$ cat src/rtl/soundrive_dac.sv
// Four-channel Soundrive/Covox mixer: double-buffered channel writes applied on a
// fixed sample tick, serial 11-bit mix, first-order sigma-delta 1-bit output.
module soundrive_dac #(
    parameter int SAMPLE_DIV = 2048,
    parameter int BEEP_LVL   = 255
) (
    input  logic        fclk,
    input  logic        rst,
    input  logic        wr_stb,
    input  logic [1:0]  wr_ch,
    input  logic [7:0]  wr_data,
    input  logic        beep_in,
    input  logic        mute,
    output logic        tick,
    output logic [10:0] mix_out,
    output logic        dac_out
);
    localparam int          NUM_CH   = 4;
    localparam logic [15:0] DIV_LAST = 16'(SAMPLE_DIV - 1);
    localparam logic [10:0] BEEP_W   = 11'(BEEP_LVL);

    typedef enum logic [2:0] {IDLE, S0, S1, S2, S3, S4, S5} st_t;

    st_t                          st_q, st_d;
    logic [NUM_CH-1:0][7:0]       shadow_q;
    logic [NUM_CH-1:0][7:0]       active_q, active_d;
    logic [15:0]                  div_q, div_d;
    logic [10:0]                  acc_q, acc_d;
    logic [10:0]                  mix_q, mix_d;
    logic [10:0]                  sd_q, sd_d;
    logic                         beep_q, beep_d;
    logic                         dac_q, dac_d;
    logic [10:0]                  m;
    logic [11:0]                  sd_sum;

    // Shadow bank: CPU-visible, never feeds the mix until the next tick.
    always_ff @(posedge fclk or posedge rst) begin
        if (rst) begin
            shadow_q <= {NUM_CH{8'h80}};
        end else begin
            for (int k = 0; k < NUM_CH; k++) begin
                if (wr_stb && wr_ch == 2'(k)) shadow_q[k] <= wr_data;
            end
        end
    end

    assign tick  = (div_q == DIV_LAST);
    assign div_d = tick ? 16'd0 : div_q + 16'd1;

    always_comb begin
        st_d     = st_q;
        acc_d    = acc_q;
        mix_d    = mix_q;
        active_d = active_q;
        beep_d   = beep_q;
        case (st_q)
            IDLE: begin
                if (tick) begin
                    active_d = shadow_q;
                    beep_d   = beep_in;
                    acc_d    = '0;
                    st_d     = S0;
                end
            end
            S0: begin acc_d = acc_q + {3'b0, active_q[0]}; st_d = S1; end
            S1: begin acc_d = acc_q + {3'b0, active_q[1]}; st_d = S2; end
            S2: begin acc_d = acc_q + {3'b0, active_q[2]}; st_d = S3; end
            S3: begin acc_d = acc_q + {3'b0, active_q[3]}; st_d = S4; end
            S4: begin acc_d = acc_q + (beep_q ? BEEP_W : 11'd0); st_d = S5; end
            S5: begin mix_d = acc_q; st_d = IDLE; end
            default: st_d = IDLE;
        endcase
    end

    // Mute only gates the modulator input, so sd phase survives a mute window.
    assign m      = mute ? 11'd0 : mix_q;
    assign sd_sum = {1'b0, sd_q} + {1'b0, m};
    assign sd_d   = sd_sum[10:0];
    assign dac_d  = sd_sum[11];

    always_ff @(posedge fclk or posedge rst) begin
        if (rst) begin
            st_q     <= IDLE;
            active_q <= {NUM_CH{8'h80}};
            div_q    <= '0;
            acc_q    <= '0;
            mix_q    <= '0;
            sd_q     <= '0;
            beep_q   <= 1'b0;
            dac_q    <= 1'b0;
        end else begin
            st_q     <= st_d;
            active_q <= active_d;
            div_q    <= div_d;
            acc_q    <= acc_d;
            mix_q    <= mix_d;
            sd_q     <= sd_d;
            beep_q   <= beep_d;
            dac_q    <= dac_d;
        end
    end

    assign mix_out = mix_q;
    assign dac_out = dac_q;
endmodule

$ cat config.mk
export PLATFORM = sky130hd
export DESIGN_NAME = soundrive_dac
export DESIGN_NICKNAME = d
export VERILOG_FILES = /design/src/rtl/soundrive_dac.sv
export SDC_FILE = /design/constraint.sdc
export NUM_CORES = 1
export LEC_CHECK = 0
export CORE_MARGIN = 3
export CORE_UTILIZATION = 45
export CTS_BUF_LIST = sky130_fd_sc_hd__clkbuf_4 sky130_fd_sc_hd__clkbuf_8
export CTS_CLUSTER_SIZE = 8
export DETAILED_ROUTE_END_ITERATION = 12
export GPL_ROUTABILITY_DRIVEN = 0
export PLACE_DENSITY = 0.69
export SYNTH_ARGS = -nofsm -noshare
export SYNTH_HDL_FRONTEND = slang
export SYNTH_SLANG_ARGS = --single-unit
export TNS_END_PERCENT = 20
$ cat constraint.sdc
create_clock -name fclk -period 11.09 [get_ports fclk]
set_clock_uncertainty 0.2 [all_clocks]
set_input_delay 3.327 -clock fclk [delete_from_list [all_inputs] [get_ports fclk]]
set_output_delay 3.327 -clock fclk [all_outputs]
set_load 0.01 [all_outputs]
==> metrics.yaml, run 1 <==
num-nets-final: 537
htree_num_levels: 4
postCtsSetupBuffers: 0
syn_nets: 500
power_frac_comb_pct: 4.3
peakVddDrop_mv: 0.107
drive_gt1_share_pct: 20.5
start_util_pct: 46.6
switching_share_pct: 19.9
rows: 40
viasPerCell: 5.29
end_kind: "output pin"
detail_route.wl_per_cell_um: 14.8
grt_first_pass_wirelength_mm: 17.6
hpwlAfterDp_mm: 7.04
yosysWarnings: 0
numCtsBuffers: 17
power_uw: 957
slew_headroom_pct: 45.3
grt_setup_unrepaired: "no"
slew_viol_final: 0
yosys_register_bits: 118
status: "finished, final reports clean"
hold_viol_final: 0
power_frac_clock_pct: 47.1
ant_nets: 0
switching_power_uw: 191
grt_max_degree: 61
dieHeight_um: 118
hold_buffers: 0
clock_sinks: 118
finalCriticalPeriod_ns: 6.08
root_buffer: "clkbuf_8"
drcViolationCount: 0
cp_data_arrival_time_ns: 2.56
antenna_found_initial: 0
cts_resized: 0
netlist_area_sq_um: 5640
ios: 28
ys.flop_type: "dfrtp_1"
synth-edff-count: 0
startpoint_type: "register"
n_fill_cell: 1077
power.internal_uw: 766
seqCellArea_sq_um: 2960
timing_worst_setup_path_type: "register to output pin"
synth_cell_types: 54
async_flop_share_pct: 100
pre_cts_slack_ns: 4.99
cts_tree: "yes"
multi_input_area_sq_um: 2580
clkLatencyLatePin_ns: 0.44
required_ns: 7.56
drv_cap: 0
crit_path_max_fanout: 8
fin_crit_sh_pct: 54.9
clk_path_buf_depth: 2
drt-total-wl_mm: 10.1
ys_seq_area_share_pct: 52.5
clk_pin_slew_ns: 0.07
fp.dieW_um: 118
drt_iter0_drc: 215
syn2layout_area_growth_pct: 16.2
design.core.area_sq_um: 12100
portBuffers: 27
fmax_mhz: 164
track_usage_pct: 15.7
worst_slew_pin_slew_ns: 0.816
drtPass1Iterations: 4
min_path_type: "register to register"
setup_tns_ns: 0
hold_ws_ns: 0.281
pwr-share-seq_pct: 48.6
finalSetupViolCount: 0
overflow: 0
num_vias: 3605
final_util_pct: 54.1
setup_ws_ns: 5.01
dieArea_sq_um: 13900
p_leak_nw: 3.09
p_per_area_nw_per_um2: 146
avgSynthCellArea_sq_um: 12.2
antennaDiodeCount: 0
syn_inst: 463
grt_pass1_vias: 3643
-- state kept, by name, indices dropped and copies added, names as in the netlist --
register / flops
acc_q: 11
st_q: 3
sd_q: 11
div_q: 16
beep_q: 1
dac_out: 1
shadow_q: 32
mix_out: 11
active_q: 32
-- worst max-delay path, stage by stage, from the launching register on --
cell and delay, ns:
dfrtp_1 0.41, ha_1 0.25, nand2_1 0.11, nor4_4 0.45
nand2_1 0.15, clkinv_1 0.18, clkdlybuf4s50_1 0.57
-- cell usage after synthesis, types with 2 or more instances --
cell type	count	area share, %
clkinv_1	2	0.13
mux2_1	27	5.4
o21ai_0	32	2.8
ha_1	20	4.4
buf_2	3	0.27
o31a_1	2	0.31
inv_1	11	0.73
nand2b_1	4	0.44
nor2b_1	15	1.7
fa_1	2	0.71
nand3b_1	2	0.27
nand2_1	30	2.0
xnor2_1	8	1.2
xor2_1	16	2.5
nand4_1	2	0.22
nor2_1	20	1.3
mux2_2	54	11
and2_1	2	0.22
and4_1	2	0.31
a22oi_1	7	0.93
clkbuf_1	6	0.40
a21oi_1	19	1.7
o21a_1	3	0.40
or3_1	4	0.44
a21o_1	5	0.67
nor3_1	2	0.18
a211oi_1	4	0.53
mux2i_1	4	0.71
dfstp_2	8	3.7
o211ai_1	2	0.27
dfrtp_1	110	49
o21bai_1	2	0.27
a21boi_1	2	0.27
a22o_1	2	0.31
nand3_1	7	0.62
and3_1	4	0.44
-- power groups by stage --
| stage | Sequential [mW] | Combinational, mW | Clock [mW] |
|---|---|---|---|
| finish | 0.465 | 0.0409 | 0.451 |
| global route | 0.468 | 0.0456 | 0.485 |
| CTS | 0.465 | 0.0423 | 0.461 |
| detailed placement | 0.473 | 0.0422 | 0 |
| global placement | 0.471 | 0.0403 | 0 |
| floorplan | 0.469 | 0.0293 | 0 |
-- cell type report --
type                            instances  area share, %
Clock buffer                           24           4.47
Timing Repair Buffer                   28           4.24
Multi-Input combinational cell        321           39.4
Clock inverter                          8           2.62
Sequential cell                       118           45.2
Tap cell                              168           3.21
Inverter                               14          0.840
-- final timing paths --
check                                      endpoint  slack [ns]                      from  cells past startpoint
min                        active_q[27]$_DFFE_PP0P_        0.28  shadow_q[27]$_DFFE_PP0P_                      1
max reg2reg                    acc_q[6]$_DFFE_PP0P_        7.21       st_q[1]$_DFFE_PP0N_                     13
min reg2reg                active_q[27]$_DFFE_PP0P_        0.28  shadow_q[27]$_DFFE_PP0P_                      1
max                                            tick        5.01        div_q[0]$_DFF_PP0_                      6
min in group asynchronous      acc_q[1]$_DFFE_PP0P_        3.16                       rst                      2
max in group asynchronous  active_q[22]$_DFFE_PP0P_        6.34                       rst                      3
-- placed cells by master, fill, tap and decap left out, types with 15 or more instances in the layout --
cell | netlist | final
nand2_1 | 30 | 30
clkdlybuf4s50_1 | 0 | 27
mux2_2 | 54 | 54
nor2b_1 | 15 | 15
o21ai_0 | 32 | 32
clkbuf_8 | 0 | 18
a21oi_1 | 19 | 19
ha_1 | 20 | 20
mux2_1 | 27 | 27
nor2_1 | 20 | 20
xor2_1 | 16 | 16
dfrtp_1 | 110 | 110
-- logic make-up (layout without fill, tap and decap cells) --
group / count (synthesis) / after routing / synth area share (%)
flip-flops: 118 / 118 / 52.5
AND/OR/NAND/NOR: 104 / 104 / 10.4
AO/OA/AOI/OAI: 86 / 86 / 9.65
multiplexers: 85 / 85 / 16.9
XOR/XNOR: 24 / 24 / 3.73
buffers and inverters: 24 / 74 / 1.66
adder cells (fa/ha/maj): 22 / 22 / 5.15
-- per-layer routing --
layer / vias up / GRT usage, % / share of wire [%]
li1: 1723 / - / -
met5: - / 0 / 0
met3: 18 / 4.76 / 4.1
met1: 1805 / 20.1 / 47
met4: 0 / 5.49 / 1.4
met2: 59 / 25.4 / 48
-- metrics by stage --
step	area, sq um	std cells
6_report	6550	681
5_1_grt	6550	681
4_1_cts	6550	681
3_5_place_dp	6090	649
3_3_place_gp	6090	649
2_1_floorplan	5640	463
(Power assumes the default switching activity.)
==> run 2: changes to the inputs <==
clock period = 5.8 ns   (was 11.09 ns; I/O delays follow)
==> run 2 against run 1 <==
Compared with the run above:
- final cell count grew 0.15%
- setup slack worse by 3.7 ns
- cell area shrank 0.78%
- critical endpoint unchanged
- first-iteration DRC count down 7.9%
- register-to-register slack got worse by 5.1 ns
- clock-buffer cell count fell by 1
- combinational power up 94%
- die area stayed put
- sequential share of layout area up 0.36 points
- highest routed layer unchanged
- total power rose by 78%
- clock power up 63%
==> metrics.yaml, run 2 (synthesis gave the netlist of run 1 again) <==
status: "finished, final reports clean"
hpwlAfterDp_mm: 7.04  # about the same
crit_slowest_cell: "clkdlybuf4s50_1"
peakVddDrop_mv: 0.178  # +66%
worst_r2r_endpoint: "acc_q[10]$_DFFE_PP0P_"
slew_headroom_pct: 48.5  # +3.1 points
fin_crit_sh_pct: 77.3
cp_top_family: "buffers and inverters"
end_kind: "output pin"
layout_commonest_cell: "dfrtp_1"
design.core.area_sq_um: 12100  # unchanged
grt_setup_unrepaired: "no"
timing_worst_setup_path_type: "register to output pin"
num-nets-final: 538  # +0.19%
slew_viol_final: 0  # unchanged
finalCriticalPeriod_ns: 4.48
hold_start: "div_q[15]$_DFF_PP0_"
dieHeight_um: 118  # unchanged
fp.dieW_um: 118  # unchanged
p_leak_nw: 3.07  # -0.61%
rows: 40  # unchanged
reg2reg_from: "st_q[2]$_DFFE_PP0N_"
antennaDiodeCount: 0  # unchanged
drv_cap: 0  # unchanged
hold_viol_final: 0  # unchanged
setup_tns_ns: 0  # unchanged
worst_path_largest_cell_delay_ns: 0.56  # about the same
hold_path_end: "div_q[15]$_DFF_PP0_"
drt_iter0_drc: 198  # -7.9%
clkLatencyLatePin_ns: 0.44  # about the same
r2r_cells: 12  # -1
path_buf_inv: 2  # unchanged
num_vias: 3558  # -1.3%
htree_num_levels: 4  # unchanged
ios: 28  # unchanged
power_mw: 1.70  # +78%
hold_buffers: 0  # unchanged
root_buffer: "clkbuf_8"
track_usage_pct: 15.7  # +0.050 points
crit_top_cell: "nand2_1"
reg.largest.list: "active_q (32), shadow_q (32), div_q (16)"
grt_max_degree: 64  # +4.9%
dieArea_sq_um: 13900  # unchanged
required_ns: 3.86  # -3.70 ns
start_util_pct: 46.6  # unchanged
startpoint_type: "register"
p_per_area_nw_per_um2: 262  # +79%
overflow: 0  # unchanged
clk_path_buf_depth: 2  # unchanged
drcViolationCount: 0  # unchanged
ff2ff_setup_slack_ns: 2.10  # -5.11 ns
antenna_found_initial: 0  # unchanged
viasPerCell: 5.22  # -1.4%
drtPass1Iterations: 4  # unchanged
portBuffers: 27  # unchanged
min_path_type: "register to register"
crit_path_max_fanout: 8  # unchanged
clock_sinks: 118  # unchanged
detail_route.wl_per_cell_um: 14.9  # +0.39%
drt-total-wl_mm: 10.1  # +0.54%
cp_data_arrival_time_ns: 2.54  # -0.02 ns
grt_first_pass_wirelength_mm: 17.4  # -0.71%
cts_resized: 0  # unchanged
syn2layout_area_growth_pct: 15.3
grt_pass1_vias: 3576  # -1.8%
worst_slew_pin_slew_ns: 0.769  # -0.0467 ns
numCtsBuffers: 17  # unchanged
crit_chain: "ha_1 > nand2_1 > nor4_4 > nand2_1 > clkinv_1 > clkdlybuf4s50_1"
ant_nets: 0  # unchanged
hold_depth: 1  # unchanged
postCtsSetupBuffers: 0  # unchanged
finalSetupViolCount: 0  # unchanged
clk_pin_slew_ns: 0.07  # about the same
cts_tree: "yes"
drive_gt1_share_pct: 20.6  # +0.15 points
fmax_mhz: 223
most-common-layout-cells: "dfrtp_1 (110), mux2_2 (54), o21ai_0 (32)"
[run 2: cell count changes in the layout (fill, tap and decap cells not counted)]
cell,previous run,this run
clkbuf_8,18,19
buf_12,0,1
clkbuf_4,6,4
clkinv_2,1,5
bufinv_16,5,2
[run 2: per-layer routing]
metal | routed length, um | vias up | GRT usage, %
li1 | - | 1742 | -
met2 | 4710 | 53 | 24.6
met4 | 170 | 0 | 5.93
met3 | 427 | 15 | 5.14
met1 | 4830 | 1748 | 20.5
met5 | 0 | - | 0
[run 2: layout make-up]
cell class	instances	area (sq um)
sequential	118	2960
tap	168	210
clock buffer	23	292
inverter	14	55.1
clock inverter	9	101
multi-input combinational	321	2580
timing repair buffer	29	298
fill	1062	5610
[run 2: worst max-delay path by stage]
stage,slack [ns],end,from,depth (start not counted)
after global routing,1.13,tick,div_q[0]$_DFF_PP0_,6
after floorplan,0.74,acc_q[0]$_DFFE_PP0P_,rst,1
after global placement,1.40,sd_q[10]$_DFF_PP0_,mute,10
after detailed placement,1.31,sd_q[10]$_DFF_PP0_,mute,10
after CTS,1.26,tick,div_q[0]$_DFF_PP0_,6
final,1.32,tick,div_q[0]$_DFF_PP0_,6
[run 2: where the power goes]
part / switching, mW / internal, mW / leakage (nW) / total, mW
registers: 0.0182 / 0.870 / 1.54 / 0.888
clock network: 0.317 / 0.420 / 0.207 / 0.737
logic: 0.0352 / 0.0442 / 1.33 / 0.0794
[run 2: metrics by stage]
| step | worst slack, ns | instances | hold WS, ns | utilization [%] | area (sq um) |
|---|---|---|---|---|---|
| after floorplan | 0.744 | 463 | 0.243 | - | 5640 |
| after global placement | 1.40 | 650 | 0.259 | 50.4 | 6110 |
| after detailed placement | 1.31 | 650 | 0.264 | 50.4 | 6110 |
| after CTS | 1.26 | 682 | 0.278 | 53.7 | 6500 |
| after global routing | 1.13 | 682 | 0.290 | 53.7 | 6500 |
| final | 1.32 | 682 | 0.277 | 53.7 | 6500 |
[run 2: worst register-to-register path: stages, from the launching register on]
cell	delay, ns
dfrtp_1	0.51
nor2b_1	0.23
nor2_1	0.47
a22oi_1	0.21
o21ai_0	0.14
ha_1	0.22
inv_1	0.06
fa_1	0.41
nor2b_1	0.17
o31a_1	0.21
o21ai_0	0.17
or4_1	0.49
a21boi_1	0.14
==> run 3: changes to the inputs <==
clock period = 4.6 ns   (was 5.8 ns; I/O delays follow)
==> run 3 against run 2 <==
Compared with the run above:
- global-route usage is 0.44 points higher
- via count grew 0.34%
- non-clock buffer count grew 1
- flip-flop and latch count stayed put
- critical path type unchanged
- largest cell class unchanged
- highest routed layer unchanged
==> metrics.yaml, run 3 (synthesis gave the netlist of run 1 again) <==
status: "finished, final reports clean"
detail_route.wl_per_cell_um: 14.8  # -0.25%
portBuffers: 27  # unchanged
numCtsBuffers: 17  # unchanged
syn2layout_area_growth_pct: 16.0
worst_slew_pin_slew_ns: 0.781  # +0.0113 ns
cp_data_arrival_time_ns: 2.58  # +0.04 ns
required_ns: 3.02  # -0.84 ns
hold_buffers: 0  # unchanged
dieArea_sq_um: 13900  # unchanged
finalSetupViolCount: 0  # unchanged
peakVddDrop_mv: 0.248  # +39%
drv_cap: 0  # unchanged
end_kind: "output pin"
fmax_mhz: 241
fin_crit_sh_pct: 90.4
root_buffer: "clkbuf_8"
crit_path_max_fanout: 8  # unchanged
layout_commonest_cell: "dfrtp_1"
fp.dieW_um: 118  # unchanged
clk_path_buf_depth: 2  # unchanged
drt-total-wl_mm: 10.1  # -0.25%
reg.largest.list: "active_q (32), shadow_q (32), div_q (16)"
dieHeight_um: 118  # unchanged
hpwlAfterDp_mm: 7.14  # +1.4%
grt_pass1_vias: 3749  # +4.8%
start_util_pct: 46.6  # unchanged
num_vias: 3570  # +0.34%
startpoint_type: "register"
grt_first_pass_wirelength_mm: 18.1  # +3.5%
clkLatencyLatePin_ns: 0.44  # about the same
met1_usage_pct: 20.9  # +0.36 points
slew_headroom_pct: 47.7  # -0.76 points
drtPass1Iterations: 4  # unchanged
drcViolationCount: 0  # unchanged
final_util_pct: 54.0  # +0.34 points
top_usage_layer: "met2"
min_path_type: "register to register"
viasPerCell: 5.23  # +0.34%
p_per_area_nw_per_um2: 338  # +29%
grt_setup_unrepaired: "no"
htree_num_levels: 4  # unchanged
drive_gt1_share_pct: 20.6  # unchanged
antennaDiodeCount: 0  # unchanged
ios: 28  # unchanged
clock_sinks: 118  # unchanged
cts_resized: 0  # unchanged
postCtsSetupBuffers: 0  # unchanged
grt_max_degree: 59  # -7.8%
p_leak_nw: 3.08  # +0.14%
r2r_cells: 11  # -1
use_met3_pct: 5.38  # +0.24 points
hold_viol_final: 0  # unchanged
slew_viol_final: 0  # unchanged
drt_iter0_drc: 220  # +11%
design.core.area_sq_um: 12100  # unchanged
instances_no_fill: 682  # unchanged
finalCriticalPeriod_ns: 4.16
overflow: 0  # unchanged
antenna_found_initial: 0  # unchanged
num-nets-final: 539  # +0.19%
hold_depth: 1  # unchanged
timing_worst_setup_path_type: "register to output pin"
met2_usage_pct: 25.7  # +1.1 points
rows: 40  # unchanged
dp_cells: 651  # +0.15%
ant_nets: 0  # unchanged
most-common-layout-cells: "dfrtp_1 (110), mux2_2 (54), o21ai_0 (32)"
track_usage_pct: 16.2  # +0.44 points
setup_tns_ns: 0  # unchanged
cts_tree: "yes"
clk_pin_slew_ns: 0.07  # about the same
[run 3: cell count changes in the layout (fill, tap and decap cells not counted), sizes merged]
cell | before | now
clkbuf | 23 | 20
clkinvlp | 1 | 3
bufinv | 2 | 3
buf | 2 | 3
inv | 12 | 11
[run 3: cell type report]
type | instances | area (sq um)
Tap cell | 168 | 210
Clock buffer | 20 | 275
Sequential cell | 118 | 2960
Multi-Input combinational cell | 321 | 2580
Timing Repair Buffer | 30 | 305
Inverter | 14 | 56.3
Fill cell | 1063 | 5570
Clock inverter | 11 | 150
[run 3: report_power, final]
group	internal (mW)	switching [mW]
clock network	0.576	0.412
logic	0.0563	0.0444
registers	1.10	0.0243
[run 3: final timing paths]
check                                    startpoint                  endpoint  slack [ns]
worst max-delay path             div_q[0]$_DFF_PP0_                      tick        0.44
worst min-delay path              sd_q[0]$_DFF_PP0_         sd_q[0]$_DFF_PP0_        0.28
worst max register to register  st_q[0]$_DFFE_PP0N_     acc_q[10]$_DFFE_PP0P_        0.89
worst min register to register    sd_q[0]$_DFF_PP0_         sd_q[0]$_DFF_PP0_        0.28
max in group asynchronous                       rst  active_q[21]$_DFFE_PP0P_        2.21
min in group asynchronous                       rst   active_q[9]$_DFFE_PP0P_        1.19
[run 3: worst max-delay path: stages (launching register included)]
cell,delay [ns]
dfrtp_1,0.40
ha_1,0.26
nand2_1,0.11
nor4_4,0.46
nand2_1,0.16
clkinv_1,0.18
clkdlybuf4s50_1,0.57
[run 3: metal layers]
metal,routed length (um),vias up
met5,0,-
met3,377,14
met2,4820,41
li1,-,1729
met1,4810,1786
met4,110,0
[run 3: stage by stage]
stage / instance area, sq um / hold slack, ns / worst slack (ns) / power [mW]
detailed placement: 6120 / 0.259 / 0.452 / 1.24
finish: 6540 / 0.281 / 0.443 / 2.21
global route: 6540 / 0.305 / 0.257 / 2.31
CTS: 6540 / 0.284 / 0.413 / 2.24
floorplan: 5640 / 0.243 / 1.17 / 1.20
global placement: 6120 / 0.261 / 0.544 / 1.23
